==> config.mk <==
export PLATFORM = sky130hd
export DESIGN_NAME = bus_serializer
export DESIGN_NICKNAME = d
export VERILOG_FILES = /design/src/rtl/bus_serializer.sv
export SDC_FILE = /design/constraint.sdc
export NUM_CORES = 1
export LEC_CHECK = 0
export CAP_MARGIN = 10
export CORE_ASPECT_RATIO = 0.9
export CORE_MARGIN = 4
export CORE_UTILIZATION = 54
export CTS_CLUSTER_SIZE = 30
export DETAILED_ROUTE_END_ITERATION = 12
export MAX_ROUTING_LAYER = met4
export PLACE_DENSITY = 0.85
export SLEW_MARGIN = 20
export SYNTH_ARGS = -nofsm -noshare
export SYNTH_HDL_FRONTEND = slang
export SYNTH_SLANG_ARGS = --single-unit
==> constraint.sdc <==
create_clock -name clk -period 4.8 [get_ports clk]
set_clock_uncertainty 0.05 [all_clocks]
set_input_delay 0.96 -clock clk [delete_from_list [all_inputs] [get_ports clk]]
set_output_delay 0.96 -clock clk [all_outputs]
set_load 0.01 [all_outputs]
==> src/rtl/bus_serializer.sv <==
// Serialises one CPU bus request onto narrow address/data pins: address beats, a command beat,
// then write beats out or ext_ready-paced read beats in. Optional macro: BUS_SERIALIZER_TIMEOUT_EN.
module bus_serializer #(
    parameter int ADDR_W = 32,
    parameter int DATA_W = 32,
    parameter int PIN_W  = 8
) (
    input  logic              clk,
    input  logic              rst,
    input  logic              cpu_req,
    input  logic              cpu_we,
    input  logic [ADDR_W-1:0] cpu_addr,
    input  logic [DATA_W-1:0] cpu_wdata,
    output logic [DATA_W-1:0] cpu_rdata,
    output logic              cpu_ack,
    output logic              cpu_err,
    output logic              busy,
    output logic [PIN_W-1:0]  addr_pins,
    output logic [PIN_W-1:0]  data_out,
    output logic [PIN_W-1:0]  data_oe,
    input  logic [PIN_W-1:0]  data_in,
    input  logic              ext_ready
);
    localparam int NA        = ADDR_W / PIN_W;
    localparam int ND        = DATA_W / PIN_W;
    localparam int MAX_BEATS = (NA > ND) ? NA : ND;
    localparam int CNT_W     = $clog2(MAX_BEATS + 1);

    generate
        if ((ADDR_W % PIN_W) != 0 || (DATA_W % PIN_W) != 0 || PIN_W < 2) begin : g_bad_params
            $error("bus_serializer: ADDR_W and DATA_W must be multiples of PIN_W (PIN_W >= 2)");
        end
    endgenerate

    typedef enum logic [2:0] {S_IDLE, S_ADDR, S_CMD, S_WDATA, S_RDATA, S_DONE} state_t;

    state_t             state_reg, state_next;
    logic [CNT_W-1:0]   beat_reg, beat_next;
    logic [ADDR_W-1:0]  addr_sh_reg, addr_sh_next;
    logic [DATA_W-1:0]  wdata_sh_reg, wdata_sh_next;
    logic               we_sh_reg, we_sh_next;
    logic               capture;
    logic [DATA_W-1:0]  rdata_assembled;

    logic [PIN_W-1:0]   addr_pins_reg, addr_pins_next;
    logic [PIN_W-1:0]   data_out_reg, data_out_next;
    logic [PIN_W-1:0]   data_oe_reg, data_oe_next;
    logic [DATA_W-1:0]  cpu_rdata_reg, cpu_rdata_next;
    logic               cpu_ack_reg, cpu_ack_next;
    logic               busy_reg, busy_next;

`ifdef BUS_SERIALIZER_TIMEOUT_EN
    logic [3:0]         stall_reg, stall_next;
    logic               timeout;
    logic               cpu_err_reg;
`endif

    // Read slots: each holds one captured beat; the final beat bypasses its slot so the
    // assembled word is ready at the edge that enters DONE.
    generate
        for (genvar gi = 0; gi < ND; gi++) begin : g_slot
            logic [PIN_W-1:0] slot_reg;
            always_ff @(posedge clk) begin
                if (rst) begin
                    slot_reg <= '0;
                end else if (capture && beat_reg == CNT_W'(gi)) begin
                    slot_reg <= data_in;
                end
            end
            assign rdata_assembled[gi*PIN_W +: PIN_W] =
                (beat_reg == CNT_W'(gi)) ? data_in : slot_reg;
        end
    endgenerate

    always_comb begin
        state_next    = state_reg;
        beat_next     = beat_reg;
        addr_sh_next  = addr_sh_reg;
        wdata_sh_next = wdata_sh_reg;
        we_sh_next    = we_sh_reg;
        capture       = 1'b0;
`ifdef BUS_SERIALIZER_TIMEOUT_EN
        stall_next    = stall_reg;
        timeout       = 1'b0;
`endif
        case (state_reg)
            S_IDLE: begin
                if (cpu_req) begin
                    addr_sh_next  = cpu_addr;
                    wdata_sh_next = cpu_wdata;
                    we_sh_next    = cpu_we;
                    beat_next     = '0;
                    state_next    = S_ADDR;
                end
            end
            S_ADDR: begin
                if (beat_reg == CNT_W'(NA - 1)) begin
                    beat_next  = '0;
                    state_next = S_CMD;
                end else begin
                    beat_next = beat_reg + 1'b1;
                end
            end
            S_CMD: begin
                beat_next  = '0;
                state_next = we_sh_reg ? S_WDATA : S_RDATA;
`ifdef BUS_SERIALIZER_TIMEOUT_EN
                stall_next = '0;
`endif
            end
            S_WDATA: begin
                if (beat_reg == CNT_W'(ND - 1)) begin
                    beat_next  = '0;
                    state_next = S_DONE;
                end else begin
                    beat_next = beat_reg + 1'b1;
                end
            end
            S_RDATA: begin
                if (ext_ready) begin
                    capture = 1'b1;
`ifdef BUS_SERIALIZER_TIMEOUT_EN
                    stall_next = '0;
`endif
                    if (beat_reg == CNT_W'(ND - 1)) begin
                        beat_next  = '0;
                        state_next = S_DONE;
                    end else begin
                        beat_next = beat_reg + 1'b1;
                    end
                end
`ifdef BUS_SERIALIZER_TIMEOUT_EN
                else if (stall_reg == 4'hF) begin
                    timeout    = 1'b1;
                    state_next = S_DONE;
                end else begin
                    stall_next = stall_reg + 1'b1;
                end
`endif
            end
            S_DONE:  state_next = S_IDLE;
            default: state_next = S_IDLE;
        endcase
    end

    // Pin values are computed from the upcoming state so the registered pins line up with it.
    always_comb begin
        addr_pins_next = '0;
        data_out_next  = '0;
        data_oe_next   = '0;
        case (state_next)
            S_ADDR:  addr_pins_next = addr_sh_next[int'(beat_next) * PIN_W +: PIN_W];
            S_CMD: begin
                addr_pins_next[0] = we_sh_next;
                addr_pins_next[1] = 1'b1;
            end
            S_WDATA: begin
                data_oe_next  = '1;
                data_out_next = wdata_sh_next[int'(beat_next) * PIN_W +: PIN_W];
            end
            default: ;
        endcase
        cpu_rdata_next = cpu_rdata_reg;
        if (capture && beat_reg == CNT_W'(ND - 1)) begin
            cpu_rdata_next = rdata_assembled;
        end
`ifdef BUS_SERIALIZER_TIMEOUT_EN
        if (timeout) begin
            cpu_rdata_next = '1;
        end
`endif
        cpu_ack_next = (state_next == S_DONE);
        busy_next    = (state_next != S_IDLE);
    end

    always_ff @(posedge clk) begin
        if (rst) begin
            state_reg     <= S_IDLE;
            beat_reg      <= '0;
            addr_sh_reg   <= '0;
            wdata_sh_reg  <= '0;
            we_sh_reg     <= 1'b0;
            addr_pins_reg <= '0;
            data_out_reg  <= '0;
            data_oe_reg   <= '0;
            cpu_rdata_reg <= '0;
            cpu_ack_reg   <= 1'b0;
            busy_reg      <= 1'b0;
        end else begin
            state_reg     <= state_next;
            beat_reg      <= beat_next;
            addr_sh_reg   <= addr_sh_next;
            wdata_sh_reg  <= wdata_sh_next;
            we_sh_reg     <= we_sh_next;
            addr_pins_reg <= addr_pins_next;
            data_out_reg  <= data_out_next;
            data_oe_reg   <= data_oe_next;
            cpu_rdata_reg <= cpu_rdata_next;
            cpu_ack_reg   <= cpu_ack_next;
            busy_reg      <= busy_next;
        end
    end

`ifdef BUS_SERIALIZER_TIMEOUT_EN
    always_ff @(posedge clk) begin
        if (rst) begin
            stall_reg   <= '0;
            cpu_err_reg <= 1'b0;
        end else begin
            stall_reg   <= stall_next;
            cpu_err_reg <= timeout;
        end
    end
    assign cpu_err = cpu_err_reg;
`else
    assign cpu_err = 1'b0;
`endif

    assign addr_pins = addr_pins_reg;
    assign data_out  = data_out_reg;
    assign data_oe   = data_oe_reg;
    assign cpu_rdata = cpu_rdata_reg;
    assign cpu_ack   = cpu_ack_reg;
    assign busy      = busy_reg;
endmodule

Yosys cells after proc, flatten, opt, wreduce, memory -nomap -nowiden

Cells that the tools add are included.

Bits in registers: 161
Output and inout bits: 59
Word-level logic and storage cells: 66

$add $sub $neg: 1
Equal/unequal tests: 11
Shift-type cells: 2
Muxes and demuxes: 24
Bitwise operators: 2
Reductions and logical operators: 10

Operators with widths:

| operator                                                              | number |
|---|---|
| 32-bit 2-to-1 mux                                                     | 4 |
| 32-bit by 7-bit variable part select with 8-bit output                | 2 |
| 8-bit 2-to-1 mux                                                      | 5 |
| 3-bit 2-to-1 mux                                                      | 8 |
| 3-bit by 2-bit equality test with 1-bit output, second input constant | 6 |
| 3-bit case mux with 5 select lines                                    | 1 |
| 3-bit case mux with 4 select lines                                    | 1 |
| 3-bit by 1-bit equality test with 1-bit output, second input constant | 3 |
| 3-bit equality test, second input constant                            | 2 |
| 3-bit zero test                                                       | 2 |
| 2-bit OR reduction                                                    | 3 |
| 1-bit logical AND                                                     | 4 |
| 1-bit 2-to-1 mux                                                      | 4 |
| 2-bit case mux with 2 select lines                                    | 1 |
| 3-bit by 1-bit adder with 3-bit output, second input constant         | 1 |
| 3-bit nonzero test                                                    | 1 |
| 1-bit inverter                                                        | 2 |

Longest topological paths before layout

Gate-level depths: netlist of run 1.

Word-level depth: 7
Mapped depth: 9

Worst setup path after synthesis of run 1

Ideal clock, no wire load.

Path type: input port to flip-flop
Start: in ext_ready
End: reg addr_pins_reg[1], in the netlist addr_pins[1]
Data arrival time: 2464 ps
Data required time: 4622 ps
Setup slack: 2158 ps
Stages on the path: 7
Buffers on the path: 2
Path through: or3b_1 -> a32o_1 -> buf_6 -> buf_2 -> o21a_1 -> a2111oi_0 -> o31ai_1

Cells in the longest elaborated chain, start to end: 4
Elaborated cells between the ends (all ways): 8

Ends and longest elaborated chain:

| element                                                                                         | line | text |
|---|---|---|
| start, declared                                                                                 | 22   | `input logic ext_ready` |
| 3-bit 2-to-1 mux                                                                                | 120  | `if (ext_ready) begin` |
| 3-bit case mux with 4 select lines / 3-bit case mux with 5 select lines (equally long branches) | 86   | `case (state_reg)` |
| 32-bit by 7-bit variable part select with 8-bit output (tied with other cells)                  | 152  | `S_ADDR: addr_pins_next = addr_sh_next[int'(beat_next) * PIN_W +: PIN_W];` |
| 2-bit case mux with 2 select lines *                                                            | 151  | `case (state_next)` |
| end signal, assigned                                                                            | 195  | `addr_pins_reg <= addr_pins_next;` |
| end, declared                                                                                   | 45   | `logic [PIN_W-1:0] addr_pins_reg, addr_pins_next;` |

Mark *: on every way between the ends. The rest lies on a longest branch, timed or not.
A chain may end at the register's enable or synchronous reset.

Final worst setup path of run 1

Start: in ext_ready
End: reg data_out_reg[0], in the netlist data_out[0]

Cells in the longest elaborated chain, start to end: 5
Elaborated cells between the ends (all ways): 8

Ends and longest elaborated chain:

| element                                                                                        | line | text |
|---|---|---|
| branches (longest 5 deep; another with 32-bit by 7-bit variable part select with 8-bit output) | n/a  |  |
| end signal, assigned                                                                           | 196  | `data_out_reg <= data_out_next;` |
| end, declared                                                                                  | 46   | `logic [PIN_W-1:0] data_out_reg, data_out_next;` |

Several ways; the timed one is not identified.

==> results of run 1 <==
==> cell usage after synthesis (all sizes together) <==
| cell type | instances |
|---|---|
| a211oi | 39 |
| o21bai | 1 |
| nand2b | 4 |
| nand2 | 149 |
| a22oi | 1 |
| or2 | 5 |
| a21oi | 74 |
| nor2 | 58 |
| a32oi | 1 |
| conb | 1 |
| o21a | 16 |
| a221oi | 8 |
| nor2b | 7 |
| nand4bb | 1 |
| o2111ai | 1 |
| dfxtp | 146 |
| nand3b | 1 |
| buf | 34 |
| inv | 2 |
| mux2i | 71 |
| a32o | 1 |
| nor3 | 1 |
| o41ai | 1 |
| and4bb | 1 |
| clkbuf | 30 |
| and2 | 4 |
| o211ai | 2 |
| o311ai | 1 |
| a31oi | 1 |
| nand3 | 2 |
| or3b | 1 |
| or4 | 1 |
| nor3b | 1 |
| o21ai | 5 |
| o31ai | 1 |
| ha | 4 |
| a2111oi | 8 |
==> final cells by class <==
cell class / instances / area [um2]
fillers: 789 / 2930
flip-flops and latches: 146 / 2920
multi-input cells: 473 / 2830
repair buffers: 139 / 1380
clock buffers: 17 / 425
clock inverters: 14 / 214
well taps: 152 / 190
inverters: 2 / 7.51
==> through the flow <==
stage                     hold WS [ps]  power (mW)  util [%]
after global placement             393        1.57      67.3
final                              405        2.99      73.1
after CTS                          406        2.99      73.1
after floorplan                    384        1.46         -
after global routing               421        3.08      73.1
after detailed placement           398        1.58      67.3
==> worst register-to-register path, cell delays in order, from the launching register on <==
cell,delay [ps]
dfxtp_1,420
or3b_1,440
a32o_1,540
nor2_4,730
buf_4,380
mux2i_1,280
a221oi_1,120
==> worst paths after layout <==
kind,from,to,cells after the start
worst max-delay path,ext_ready,data_out[0],7
worst max register to register,state_reg[1],data_out[0],6
worst min register to register,addr_sh_reg[1],addr_sh_reg[1],2
worst min-delay path,addr_sh_reg[1],addr_sh_reg[1],2
==> layer usage <==
layer	vias to the layer above	share of wire, %	global-route usage (%)
met4	0	1.9	7.52
li1	2541	-	-
met5	-	0	-
met3	28	6.5	7.21
met1	2516	43	33.1
met2	192	49	44.0
==> cells by family (layout without fill, tap and decap cells) <==
family          after synthesis  count (layout)  share of synthesized area, %
fa+ha+maj                     4               4                         0.823
compound gates              161             161                          17.7
simple gates                236             236                          16.2
buf+inv                      66             172                          5.41
flops                       146             146                          48.1
other cells                   1               1                        0.0617
mux                          71              71                          11.7
==> power groups by stage <==
stage               clock (mW)  sequential, mW  combinational [mW]
finish                    1.42            1.28               0.283
global route              1.49            1.28               0.307
CTS                       1.43            1.28               0.282
detailed placement           0            1.30               0.279
global placement             0            1.30               0.268
floorplan                    0            1.30               0.164
==> results_dict.tcl, run 1 <==
set metrics [dict create \
    status "completed" \
    worstSetupPathType "primary input to flop" \
    layout-drive-gt1-share_pct 6.57 \
    tns_ps 0 \
    critPathSlowestCell "nor2_4" \
    cap_violations 0 \
    worst_pin_slew_ps 1100 \
    power_leakage_nw 3.15 \
    yosys.cell_types.count 46 \
    clk_path_buf_depth 2 \
    cts_sinks 146 \
    dpl_cell_area_mm2 0.00733 \
    die-width_um 120 \
    pre_cts_ws_ps 795 \
    drtIter0Drc 492 \
    grt_pass1_vias 5373 \
    yosys-top-cells-area "dfxtp_1 (48%), mux2i_1 (12%), nand2_1 (9.1%), a21oi_1 (6.1%), a211oi_1 (4.7%)" \
    drc 0 \
    syn_to_final_growth_pct 31.1 \
    netlist_area_mm2 0.00608 \
    cts_hold_buf 0 \
    wl_per_cell_um 17.6 \
    synth_top_area_cell "dfxtp_1" \
    finalNetCount 860 \
    initial_utilization_pct 55.8 \
    clk_pin_slew_worst_paths_ps 60 \
    slew-limit-headroom_pct 26.7 \
    rsz0062_at_grt "false" \
    timing.final.crit_share_pct 77.2 \
    antenna_found_initial 0 \
    grt_max_degree 99 \
    yosysTopAreaCellShare_pct 48.1 \
    htreeDepth 4 \
    ir_drop_mv 0.254 \
    die-area_mm2 0.0130 \
    start_kind "primary input" \
    post_cts_buffers 0 \
    core_mm2 0.0109 \
    hold_violations 0 \
    cts-root-buf "clkbuf_16" \
    yosysSeqAreaShare_pct 48.1 \
    overflow 0 \
    tritoncts "yes" \
    yosys_warnings 0 \
    min_path_type "flop to flop" \
    power_frac_clock_pct 47.7 \
    hpwlAfterDp_um 11200 \
    fin_cells 943 \
    vias 5277 \
    syn_nets 766 \
    ys_seq_elements 146 \
    powerDensity_mw_per_mm2 375 \
    cpLargestDelayFamily "simple AND/OR/NAND/NOR gates" \
    period_minus_slack_ps 3700 \
    switching_share_pct 23.0 \
    drtPass1Iterations 5 \
    gr-usage-all-layers_pct 26.8 \
    layout_commonest_cell "nand2_1" \
    clock_latency_ps 410 \
    fp-row-count 36 \
    wl_um 16600 \
    arrival_ps 3890 \
    slowest_delay_ps 720 \
    fin_area_mm2 0.00797 \
    ant_nets 0 \
    pwr-share-comb_pct 9.5 \
    die_y_um 109 \
    p_seq_share_pct 42.8 \
    path_cells "clkdlybuf4s50_1 -> or3b_1 -> a32o_1 -> nor2_4 -> buf_4 -> mux2i_1 -> a221oi_1" \
    ctsResizeCount 0 \
    drv_slew 0 \
    cp_data_required_time_ps 4990 \
    io_pins 136 \
    synthCells 685 \
    internal_power_mw 2.30 \
    placed_cells_incl_taps 912 \
    syn_avg_cell_area_um2 8.88 \
    globalplace.congestion 0.871 \
    critPathBufInv 2 \
    grt_first_pass_wirelength_um 27000 \
    setup_violations 0 \
    ff2ff_setup_slack_ps 1670 \
    diodes 0 \
    crit_fanout 28 \
    cp-end-kind "flop" \
    final_cell_mix "nand2_1 (147), dfxtp_1 (146), clkdlybuf4s50_1 (133)" \
    portBuffers 134 \
    fmax_ghz 0.270 \
    via_per_inst 5.60 \
    numCtsBuffers 17 \
    netSwitchingPower_mw 0.685 \
    worst_slack_ps 1100 \
]
No activity file was read; power rests on OpenSTA's default activity.
==> inputs of run 2 (changes only) <==
- CORE_UTILIZATION: 54 -> 50
- PLACE_DENSITY: 0.85 -> 0.79
- clock period: 4.8 -> 3.7 ns (I/O delays scaled with it)
==> run 2 against run 1 <==
Against the previous run: sequential share of layout area down 0.15 points; via count down 0.81%; critical path depth unchanged; non-clock buffer count up 7; sequential cell count unchanged; routed wire length down 2.0%; register-to-register slack worse by 770 ps; combinational power up 31%; core utilization down 4.5 points; highest routed layer unchanged; die area up 7.4%; sequential power up 30%.
==> results_dict.tcl, run 2 (synthesis results as in run 1) <==
set metrics [dict create \
    cp_data_required_time_ps 3930 \
    die-area_mm2 0.0140 \
    fmax_ghz 0.333 \
    wl_per_cell_um 17.0 \
    die-width_um 124 \
    clk_path_buf_depth 2 \
    worstSetupPathType "primary input to flop" \
    status "completed" \
    hpwlAfterDp_um 11300 \
    wl_um 16300 \
    hold_violations 0 \
    crit_fanout 23 \
    drv_slew 0 \
    cts_sinks 146 \
    overflow 0 \
    cts_hold_buf 0 \
    grt_pass1_vias 5233 \
    grt_max_degree 72 \
    htreeDepth 4 \
    final_cell_mix "nand2_1 (147), dfxtp_1 (146), clkdlybuf4s50_1 (133)" \
    drtIter0Drc 513 \
    tritoncts "yes" \
    numCtsBuffers 17 \
    dpl_cell_area_mm2 0.00739 \
    setup_violations 0 \
    ir_drop_mv 0.311 \
    initial_utilization_pct 52.1 \
    grt_first_pass_wirelength_um 26700 \
    clock_latency_ps 410 \
    powerDensity_mw_per_mm2 476 \
    start_kind "primary input" \
    vias 5234 \
    diodes 0 \
    fp-row-count 37 \
    die_y_um 113 \
    cp-end-kind "flop" \
    finalNetCount 867 \
    drtPass1Iterations 7 \
    rsz0062_at_grt "false" \
    layout-drive-gt1-share_pct 7.27 \
    pre_cts_ws_ps 316 \
    gr-usage-all-layers_pct 23.9 \
    slew-limit-headroom_pct 45.2 \
    power_leakage_nw 3.16 \
    io_pins 136 \
    layout_commonest_cell "nand2_1" \
    core_mm2 0.0117 \
    fin_area_mm2 0.00800 \
    post_cts_buffers 0 \
    arrival_ps 3240 \
    antenna_found_initial 0 \
    ctsResizeCount 0 \
    cts-root-buf "clkbuf_16" \
    whs_ps 408 \
    ant_nets 0 \
    period_minus_slack_ps 3010 \
    globalplace.congestion 0.911 \
    worst_pin_slew_ps 811 \
    worst_slack_ps 694 \
    clk_pin_slew_worst_paths_ps 60 \
    total_power_mw 3.81 \
    cap_violations 0 \
    min_path_type "flop to flop" \
    drc 0 \
    portBuffers 134 \
    via_per_inst 5.49 \
    tns_ps 0 \
    syn_to_final_growth_pct 31.6 \
    timing.final.crit_share_pct 81.2 \
]
-- run 2: final timing paths --
path / start / to / depth (start not counted) / slack, ps
setup / recovery: ext_ready / addr_pins[2] / 7 / 690
hold / removal: addr_sh_reg[16] / addr_sh_reg[16] / 2 / 410
setup reg to reg: state_reg[0] / addr_pins[0] / 6 / 900
hold reg to reg: addr_sh_reg[16] / addr_sh_reg[16] / 2 / 410
-- run 2: metrics by stage --
step / std cells / util (%)
finish: 954 / 68.6
global route: 954 / 68.6
CTS: 954 / 68.6
detailed placement: 923 / 63.3
global placement: 923 / 63.3
floorplan: 685 / -
-- run 2: report_power, final --
part	internal (mW)	total, mW	switching, mW	leakage (nW)
Combinational	0.175	0.370	0.195	1.69
Clock	1.12	1.78	0.653	0.285
Sequential	1.62	1.66	0.0367	1.19
Total	2.92	3.81	0.885	3.16
-- run 2: final cells by class --
cell class	count	area [um2]
fillers	919	3660
flip-flops and latches	146	2920
multi-input cells	473	2830
repair buffers	146	1430
clock buffers	18	429
well taps	156	195
clock inverters	13	185
inverters	2	7.51
-- run 2: worst max-delay path: stages --
cell and delay, ps:
clkdlybuf4s50_1 520, or3b_1 390, a32o_1 520, nor2_4 180, buf_4 290, a211oi_1 130
a2111oi_1 440
-- run 2: metal layers --
layer / routed length, um / global-route usage, % / vias up / part of all wire, %
met2: 7790 / 38.1 / 170 / 48
met4: 253 / 6.43 / 0 / 1.6
met3: 721 / 5.57 / 22 / 4.4
met5: 0 / - / - / 0
li1: - / - / 2553 / -
met1: 7500 / 30.6 / 2489 / 46
==> inputs of run 3 (changes only) <==
- clock period: 3.7 -> 2.9 ns (I/O delays scaled with it)
==> run 3 against run 2 <==
Against the previous run: register-to-register slack worse by 410 ps; core utilization up 0.57 points; routed wire length down 2.6%; final area up 0.83%; die area unchanged; sequential cell count unchanged; worst setup slack worse by 280 ps; hold slack worse by 3.7 ps; critical path depth down 2; cell count up 0.84%.
==> results_dict.tcl, run 3 (synthesis results as in run 1) <==
set metrics [dict create \
    worstSetupPathType "primary input to flop" \
    gr-usage-all-layers_pct 23.3 \
    drtIter0Drc 451 \
    cts_hold_buf 0 \
    final_cell_mix "nand2_1 (147), dfxtp_1 (146), clkdlybuf4s50_1 (133)" \
    reg2reg_depth 4 \
    hold_violations 0 \
    clk_pin_slew_worst_paths_ps 60 \
    min_path_type "flop to flop" \
    tritoncts "yes" \
    whs_ps 404 \
    die-area_mm2 0.0140 \
    hp-start "wdata_sh_reg[1]" \
    fin_cells 962 \
    clk_path_buf_depth 2 \
    drv_slew 0 \
    reg2reg_to "data_out[2]" \
    placed_cells_incl_taps 930 \
    hpwlAfterDp_um 11200 \
    io_pins 136 \
    htreeDepth 4 \
    core_mm2 0.0117 \
    ir_drop_mv 0.446 \
    power_leakage_nw 3.20 \
    start_kind "primary input" \
    initial_utilization_pct 52.1 \
    layout_commonest_cell "nand2_1" \
    period_minus_slack_ps 2480 \
    die_y_um 113 \
    syn_to_final_growth_pct 32.7 \
    worst_pin_slew_ps 946 \
    timing.final.crit_share_pct 85.6 \
    ant_nets 0 \
    grt_first_pass_wirelength_um 25800 \
    cp_data_required_time_ps 3160 \
    crit_fanout 8 \
    cap_violations 0 \
    portBuffers 134 \
    die-width_um 124 \
    ff2ff_setup_slack_ps 490 \
    overflow 0 \
    drtPass1Iterations 5 \
    grt_max_degree 73 \
    status "completed" \
    wl_um 15800 \
    clock_latency_ps 410 \
    post_cts_buffers 0 \
    cts-root-buf "clkbuf_16" \
    diodes 0 \
    hold_end "wdata_sh_reg[1]" \
    layout-drive-gt1-share_pct 8.06 \
    slew-limit-headroom_pct 36.1 \
    via_per_inst 5.42 \
    fin_area_mm2 0.00807 \
    wl_per_cell_um 16.5 \
    cts_sinks 146 \
    min_delay_path_depth 2 \
    arrival_ps 2740 \
    r2r-start "state_reg[1]" \
    dpl_cell_area_mm2 0.00747 \
    num-fill-cells 922 \
    fmax_ghz 0.403 \
    final_core_util_pct 69.2 \
    grt_pass1_vias 5140 \
    ctsResizeCount 0 \
    numCtsBuffers 17 \
    antenna_found_initial 0 \
    pre_cts_ws_ps -9.68 \
    powerDensity_mw_per_mm2 597 \
    cp-end-kind "flop" \
    globalplace.congestion 0.891 \
    drc 0 \
    setup_violations 0 \
    vias 5211 \
    finalNetCount 874 \
    rsz0062_at_grt "false" \
    fp-row-count 37 \
    worst_slack_ps 418 \
]
[run 3: cell count changes in the layout (fill, tap and decap cells not counted), sizes merged]
cell | before | now
clkinv | 2 | 3
buf | 13 | 20
clkbuf | 18 | 20
clkinvlp | 5 | 4
bufinv | 4 | 3
[run 3: power by group]
group	total, mW	internal, mW	switching (mW)
clock	2.21	1.38	0.832
sequential	2.12	2.07	0.0458
combinational	0.485	0.233	0.251
[run 3: worst max-delay path, stage by stage]
cell,delay [ps]
clkdlybuf4s50_1,480
nor2_1,40
o311ai_0,790
nand3_1,480
a221oi_1,360
[run 3: layout make-up]
| type | instances | area [um2] | share of cell area (%) |
|---|---|---|---|
| flip-flops and latches | 146 | 2920 | 36.2 |
| multi-input cells | 473 | 2830 | 35.1 |
| repair buffers | 153 | 1510 | 18.7 |
| clock buffers | 20 | 447 | 5.54 |
| well taps | 156 | 195 | 2.42 |
| clock inverters | 12 | 156 | 1.94 |
| inverters | 2 | 7.51 | 0.0930 |
[run 3: metal layers]
metal,vias up,global-route usage (%),part of all wire [%]
met2,165,36.2,47
met3,19,5.95,4.8
met1,2452,30.1,46
met5,-,-,0
li1,2575,-,-
met4,0,7.01,1.4
[run 3: metrics by stage]
stage	TNS, ps	total power, mW
finish	0	4.81
global route	0	4.99
CTS	0	4.84
detailed placement	-14.2	2.64
global placement	0	2.62
floorplan	0	2.42
[run 3: worst max-delay path by stage]
| stage | startpoint | endpoint | depth (start not counted) |
|---|---|---|---|
| 2_1_floorplan | ext_ready | addr_pins[1] | 7 |
| 3_3_place_gp | cpu_req | data_out[6] | 5 |
| 3_5_place_dp | cpu_req | data_out[4] | 5 |
| 4_1_cts | cpu_req | data_out[4] | 5 |
| 5_1_grt | cpu_req | data_out[2] | 5 |
| 6_report | cpu_req | data_out[2] | 5 |
